### src/rtl/id_ex_stage.sv
// ID/EX pipeline register with load-use hazard detection, bubble insertion and branch flush.
// Optional load-use stall counter is built when ID_EX_STALL_CNT_EN is defined.
module id_ex_stage #(
  parameter int DW = 16
) (
  input  logic          clk,
  input  logic          rst_n,
  input  logic          id_valid,
  input  logic [3:0]    id_r1,
  input  logic [3:0]    id_r2,
  input  logic [3:0]    id_rd,
  input  logic          id_use_r1,
  input  logic          id_use_r2,
  input  logic [DW-1:0] id_rdata1,
  input  logic [DW-1:0] id_rdata2,
  input  logic [DW-1:0] id_imm,
  input  logic [3:0]    id_alu_op,
  input  logic          id_alu_src,
  input  logic          id_reg_write,
  input  logic          id_mem_read,
  input  logic          id_mem_write,
  input  logic          id_mem_to_reg,
  input  logic          flush,
  input  logic          ex_hold,
  output logic          stall_id,
  output logic          ex_valid,
  output logic [3:0]    r1IDEX,
  output logic [3:0]    r2IDEX,
  output logic [3:0]    rdIDEX,
  output logic [DW-1:0] ex_rdata1,
  output logic [DW-1:0] ex_rdata2,
  output logic [DW-1:0] ex_imm,
  output logic [3:0]    ex_alu_op,
  output logic          ex_alu_src,
  output logic          regWriteIDEX,
  output logic          memReadIDEX,
  output logic          memWriteIDEX,
  output logic          memToRegIDEX,
  output logic [15:0]   stall_count
);

  logic lu;
  logic load_bubble;
  logic capture;

  // A load writing r0 never creates a dependency, so rd==0 suppresses the hazard.
  assign lu = ex_valid & memReadIDEX & (rdIDEX != 4'd0) & id_valid &
              ((id_use_r1 & (id_r1 == rdIDEX)) | (id_use_r2 & (id_r2 == rdIDEX)));

  assign stall_id    = !flush & (lu | ex_hold);
  assign load_bubble = flush | (!ex_hold & lu);
  assign capture     = !flush & !ex_hold & !lu;

  // NOTE: state registers use non-blocking assignments so every flop samples pre-edge values.
  always_ff @(posedge clk or negedge rst_n) begin
    if (!rst_n) begin
      ex_valid     <= 1'b0;
      r1IDEX       <= '0;
      r2IDEX       <= '0;
      rdIDEX       <= '0;
      ex_rdata1    <= '0;
      ex_rdata2    <= '0;
      ex_imm       <= '0;
      ex_alu_op    <= '0;
      ex_alu_src   <= 1'b0;
      regWriteIDEX <= 1'b0;
      memReadIDEX  <= 1'b0;
      memWriteIDEX <= 1'b0;
      memToRegIDEX <= 1'b0;
    end else if (load_bubble) begin
      // Zeroed register numbers keep the forwarding unit from matching a bubble.
      ex_valid     <= 1'b0;
      r1IDEX       <= '0;
      r2IDEX       <= '0;
      rdIDEX       <= '0;
      ex_rdata1    <= '0;
      ex_rdata2    <= '0;
      ex_imm       <= '0;
      ex_alu_op    <= '0;
      ex_alu_src   <= 1'b0;
      regWriteIDEX <= 1'b0;
      memReadIDEX  <= 1'b0;
      memWriteIDEX <= 1'b0;
      memToRegIDEX <= 1'b0;
    end else if (capture) begin
      ex_valid     <= id_valid;
      r1IDEX       <= id_r1;
      r2IDEX       <= id_r2;
      rdIDEX       <= id_rd;
      ex_rdata1    <= id_rdata1;
      ex_rdata2    <= id_rdata2;
      ex_imm       <= id_imm;
      ex_alu_op    <= id_alu_op;
      ex_alu_src   <= id_alu_src;
      regWriteIDEX <= id_reg_write;
      memReadIDEX  <= id_mem_read;
      memWriteIDEX <= id_mem_write;
      memToRegIDEX <= id_mem_to_reg;
    end
  end

`ifdef ID_EX_STALL_CNT_EN
  logic [15:0] cnt;

  always_ff @(posedge clk or negedge rst_n) begin
    if (!rst_n) begin
      cnt <= '0;
    end else if (lu && !flush && !ex_hold && (cnt != 16'hFFFF)) begin
      cnt <= cnt + 16'd1;
    end
  end

  assign stall_count = cnt;
`else
  assign stall_count = 16'h0000;
`endif

endmodule

### config.mk
export PLATFORM = sky130hd
export DESIGN_NAME = id_ex_stage
export DESIGN_NICKNAME = d
export VERILOG_FILES = /design/src/rtl/id_ex_stage.sv
export SDC_FILE = /design/constraint.sdc
export NUM_CORES = 1
export LEC_CHECK = 0
export CAP_MARGIN = 20
export CORE_UTILIZATION = 40
export DETAILED_ROUTE_END_ITERATION = 8
export DONT_BUFFER_PORTS = 1
export PLACE_DENSITY_LB_ADDON = 0.15
export SETUP_SLACK_MARGIN = 0.3
export SKIP_LAST_GASP = 1
export SLEW_MARGIN = 30
export SYNTH_ARGS = -nofsm -noshare
export SYNTH_HDL_FRONTEND = slang
export SYNTH_SLANG_ARGS = --single-unit
### constraint.sdc
create_clock -name clk -period 2.5 [get_ports clk]
set_clock_uncertainty 0.05 [all_clocks]
set_input_delay 0.375 -clock clk [delete_from_list [all_inputs] [get_ports clk]]
set_output_delay 0.375 -clock clk [all_outputs]
set_load 0.02 [all_outputs]
==> flow_summary.json <==
{
  "worstSetupPathType": "reg -> out",
  "grt_pass1_vias": 2303,
  "dp_hpwl_mm": 5.22,
  "synth-seq-area-share_pct": 53.9,
  "ys_ff_latch": 70,
  "irDropWorstVdd_mv": 0.298,
  "die_x_um": 92.1,
  "drtIter0Drc": 110,
  "grt_antenna_before_repair": 0,
  "slew_viol_final": 0,
  "cp-end-kind": "primary output",
  "min_to": "ex_valid$_DFFE_PN0P_",
  "status": "complete, no violations",
  "hold_class": "in -> reg",
  "min_delay_path_depth": 1,
  "gr-max-usage-layer": "met2",
  "synthDistinctLibCells": 26,
  "final_area_um2": 3730,
  "grt_overflow": 0,
  "numClockSinks": 70,
  "core-area_um2": 7810,
  "clock_path_buffers": 2,
  "diodes": 0,
  "numCtsBuffers": 9,
  "rsz0062_at_grt": "yes",
  "drc": 0,
  "r2r_cells": 7,
  "place_ws_ns": 0.362,
  "synth_edf_count": 0,
  "grt_max_degree": 71,
  "vias_per_cell": 5.60,
  "ant_nets": 0,
  "final_common_cell": "nand2_1",
  "grtUsageMet1_pct": 26.2,
  "tns_ns": 0,
  "layout_common_cells": "nand2_1, dfrtp_1, o31ai_1, conb_1",
  "worst_skew_pair.late_latency_ns": 0.33,
  "ys.flop_type": "dfrtp_1",
  "hold_violations": 0,
  "hold_start": "flush",
  "worstPathRequired_ns": 2.08,
  "htreeDepth": 3,
  "grt_use_met2_pct": 29.5,
  "max-cap-violations": 0,
  "cts_tree": "yes",
  "fin_util_pct": 47.7,
  "worst-path-max-fanout": 5,
  "powerDensity_nw_per_um2": 697,
  "drive_above_1_share_pct": 16.3,
  "via_count": 2493,
  "r2r-end": "ex_rdata2[7]$_DFFE_PN0P_",
  "drt_wl_total_mm": 8.43,
  "firstDrtPassIters": 5,
  "grt_first_pass_wirelength_mm": 13.0,
  "setup_viol": 0,
  "fmaxAchievable_ghz": 0.421,
  "start_kind": "register",
  "portBuffers": 0,
  "holdWs_ns": 0.0796,
  "cp.arrival_ns": 1.95,
  "dieArea_um2": 8480,
  "cts_root_buf": "clkbuf_8",
  "rows": 32,
  "final.setup.worst_slack_ns": 0.126,
  "initial_core_util_pct": 41.6,
  "fin_crit_ns": 2.37,
  "die_h_um": 92.1,
  "r2r_slack_ns": 0.38,
  "syn_inst": 344,
  "ioPinCount": 163,
  "ys.warnings.count": 0,
  "fill_cells": 776,
  "clkSlewWorstSetupHoldPaths_ns": 0.08,
  "fin_crit_sh_pct": 95.0,
  "place_area_um2": 3300,
  "gp_congestion": 0.844,
  "r2r-start": "rdIDEX[3]$_DFFE_PN0P_",
  "gr-usage-met3_pct": 8.62,
  "synth_area_um2": 3250,
  "nets": 414,
  "leakage_uw": 0.00161,
  "synthArstFlopShare_pct": 100,
  "syn_to_final_growth_pct": 14.8,
  "track_usage_pct": 19.6,
  "syn_avg_cell_area_um2": 9.44,
  "routedWlPerCell_um": 18.9
}
[layer usage]
metal	wire length (um)	vias up
li1	-	1147
met5	0	-
met4	61	0
met2	3960	104
met3	807	6
met1	3600	1236
[worst max-delay path: stages, from the launching register on]
cell     delay [ns]
dfrtp_2        0.49
or4_4          0.16
nand4_1        0.13
buf_4          0.18
or3_4          0.38
a31oi_4        0.28
[logic make-up after synthesis]
kind of cell	share of synthesized area, %
AND/OR/NAND/NOR	18.2
AO/OA/AOI/OAI	17.9
flip-flops	53.9
buffers and inverters	8.48
XOR/XNOR	1.35
other	0.115
[report_power, final]
group          leakage, uW  internal, uW  total [uW]  switching, uW
Sequential        0.000925          1200        1330            130
Clock             0.000120           643        1070            423
Combinational     0.000570          77.0         206            129
[synth_stat cells (2+ instances only)]
cell,n,area [um2]
a41o_1,5,50.1
nor2_1,5,18.8
nand2_1,117,439
inv_1,5,18.8
nand3_1,2,10.0
o31ai_1,56,420
buf_2,10,50.1
xnor2_1,5,43.8
buf_4,16,120
nor3_1,5,25.0
or4_1,2,15.0
dfrtp_1,70,1750
clkbuf_1,20,75.1
a32o_1,8,80.1
nand2b_1,2,12.5
nor3b_1,6,45.0
[through the flow]
stage,cells,total power [uW]
3_3_place_gp,423,1510
2_1_floorplan,359,1490
4_1_cts,444,2620
6_report,445,2600
3_5_place_dp,423,1510
5_1_grt,445,2700
[registers in the layout, indices dropped and copies added, names as in the netlist]
name and count:
ex_alu_src 1, r2IDEX 4, ex_imm 16, memReadIDEX 1
memWriteIDEX 1, ex_rdata2 16, r1IDEX 4, rdIDEX 4
ex_rdata1 16, memToRegIDEX 1, ex_alu_op 4, ex_valid 1
regWriteIDEX 1
[what timing repair did]
action	4_1_cts	5_1_grt
hold endpoints to repair	70	0
gates resized for setup	2	26
buffers inserted	3	0
hold buffers	2	0
endpoints found under the setup margin	1	58
pin swaps	3	8
cloned	0	1
[worst max path at each step]
| stage | from | end | slack (ns) | depth (start not counted) |
|---|---|---|---|---|
| finish | rdIDEX[2]$_DFFE_PN0P_ | stall_id | 0.13 | 5 |
| global route | rdIDEX[2]$_DFFE_PN0P_ | stall_id | 0.06 | 5 |
| CTS | rdIDEX[2]$_DFFE_PN0P_ | stall_id | 0.11 | 4 |
| detailed placement | rdIDEX[2]$_DFFE_PN0P_ | stall_id | 0.36 | 4 |
| global placement | rdIDEX[2]$_DFFE_PN0P_ | stall_id | 0.38 | 4 |
| floorplan | rdIDEX[2]$_DFFE_PN0P_ | stall_id | 0.35 | 6 |
[cell type report]
type	instances	area (um2)	share of cell area, %
clock inverters	3	65.1	1.75
inverters	5	18.8	0.504
multi-input cells	237	1420	38.0
flip-flops and latches	70	1760	47.1
repair buffers	15	174	4.67
well taps	102	128	3.42
clock buffers	13	169	4.53
No activity file was read; power rests on OpenSTA's default activity.
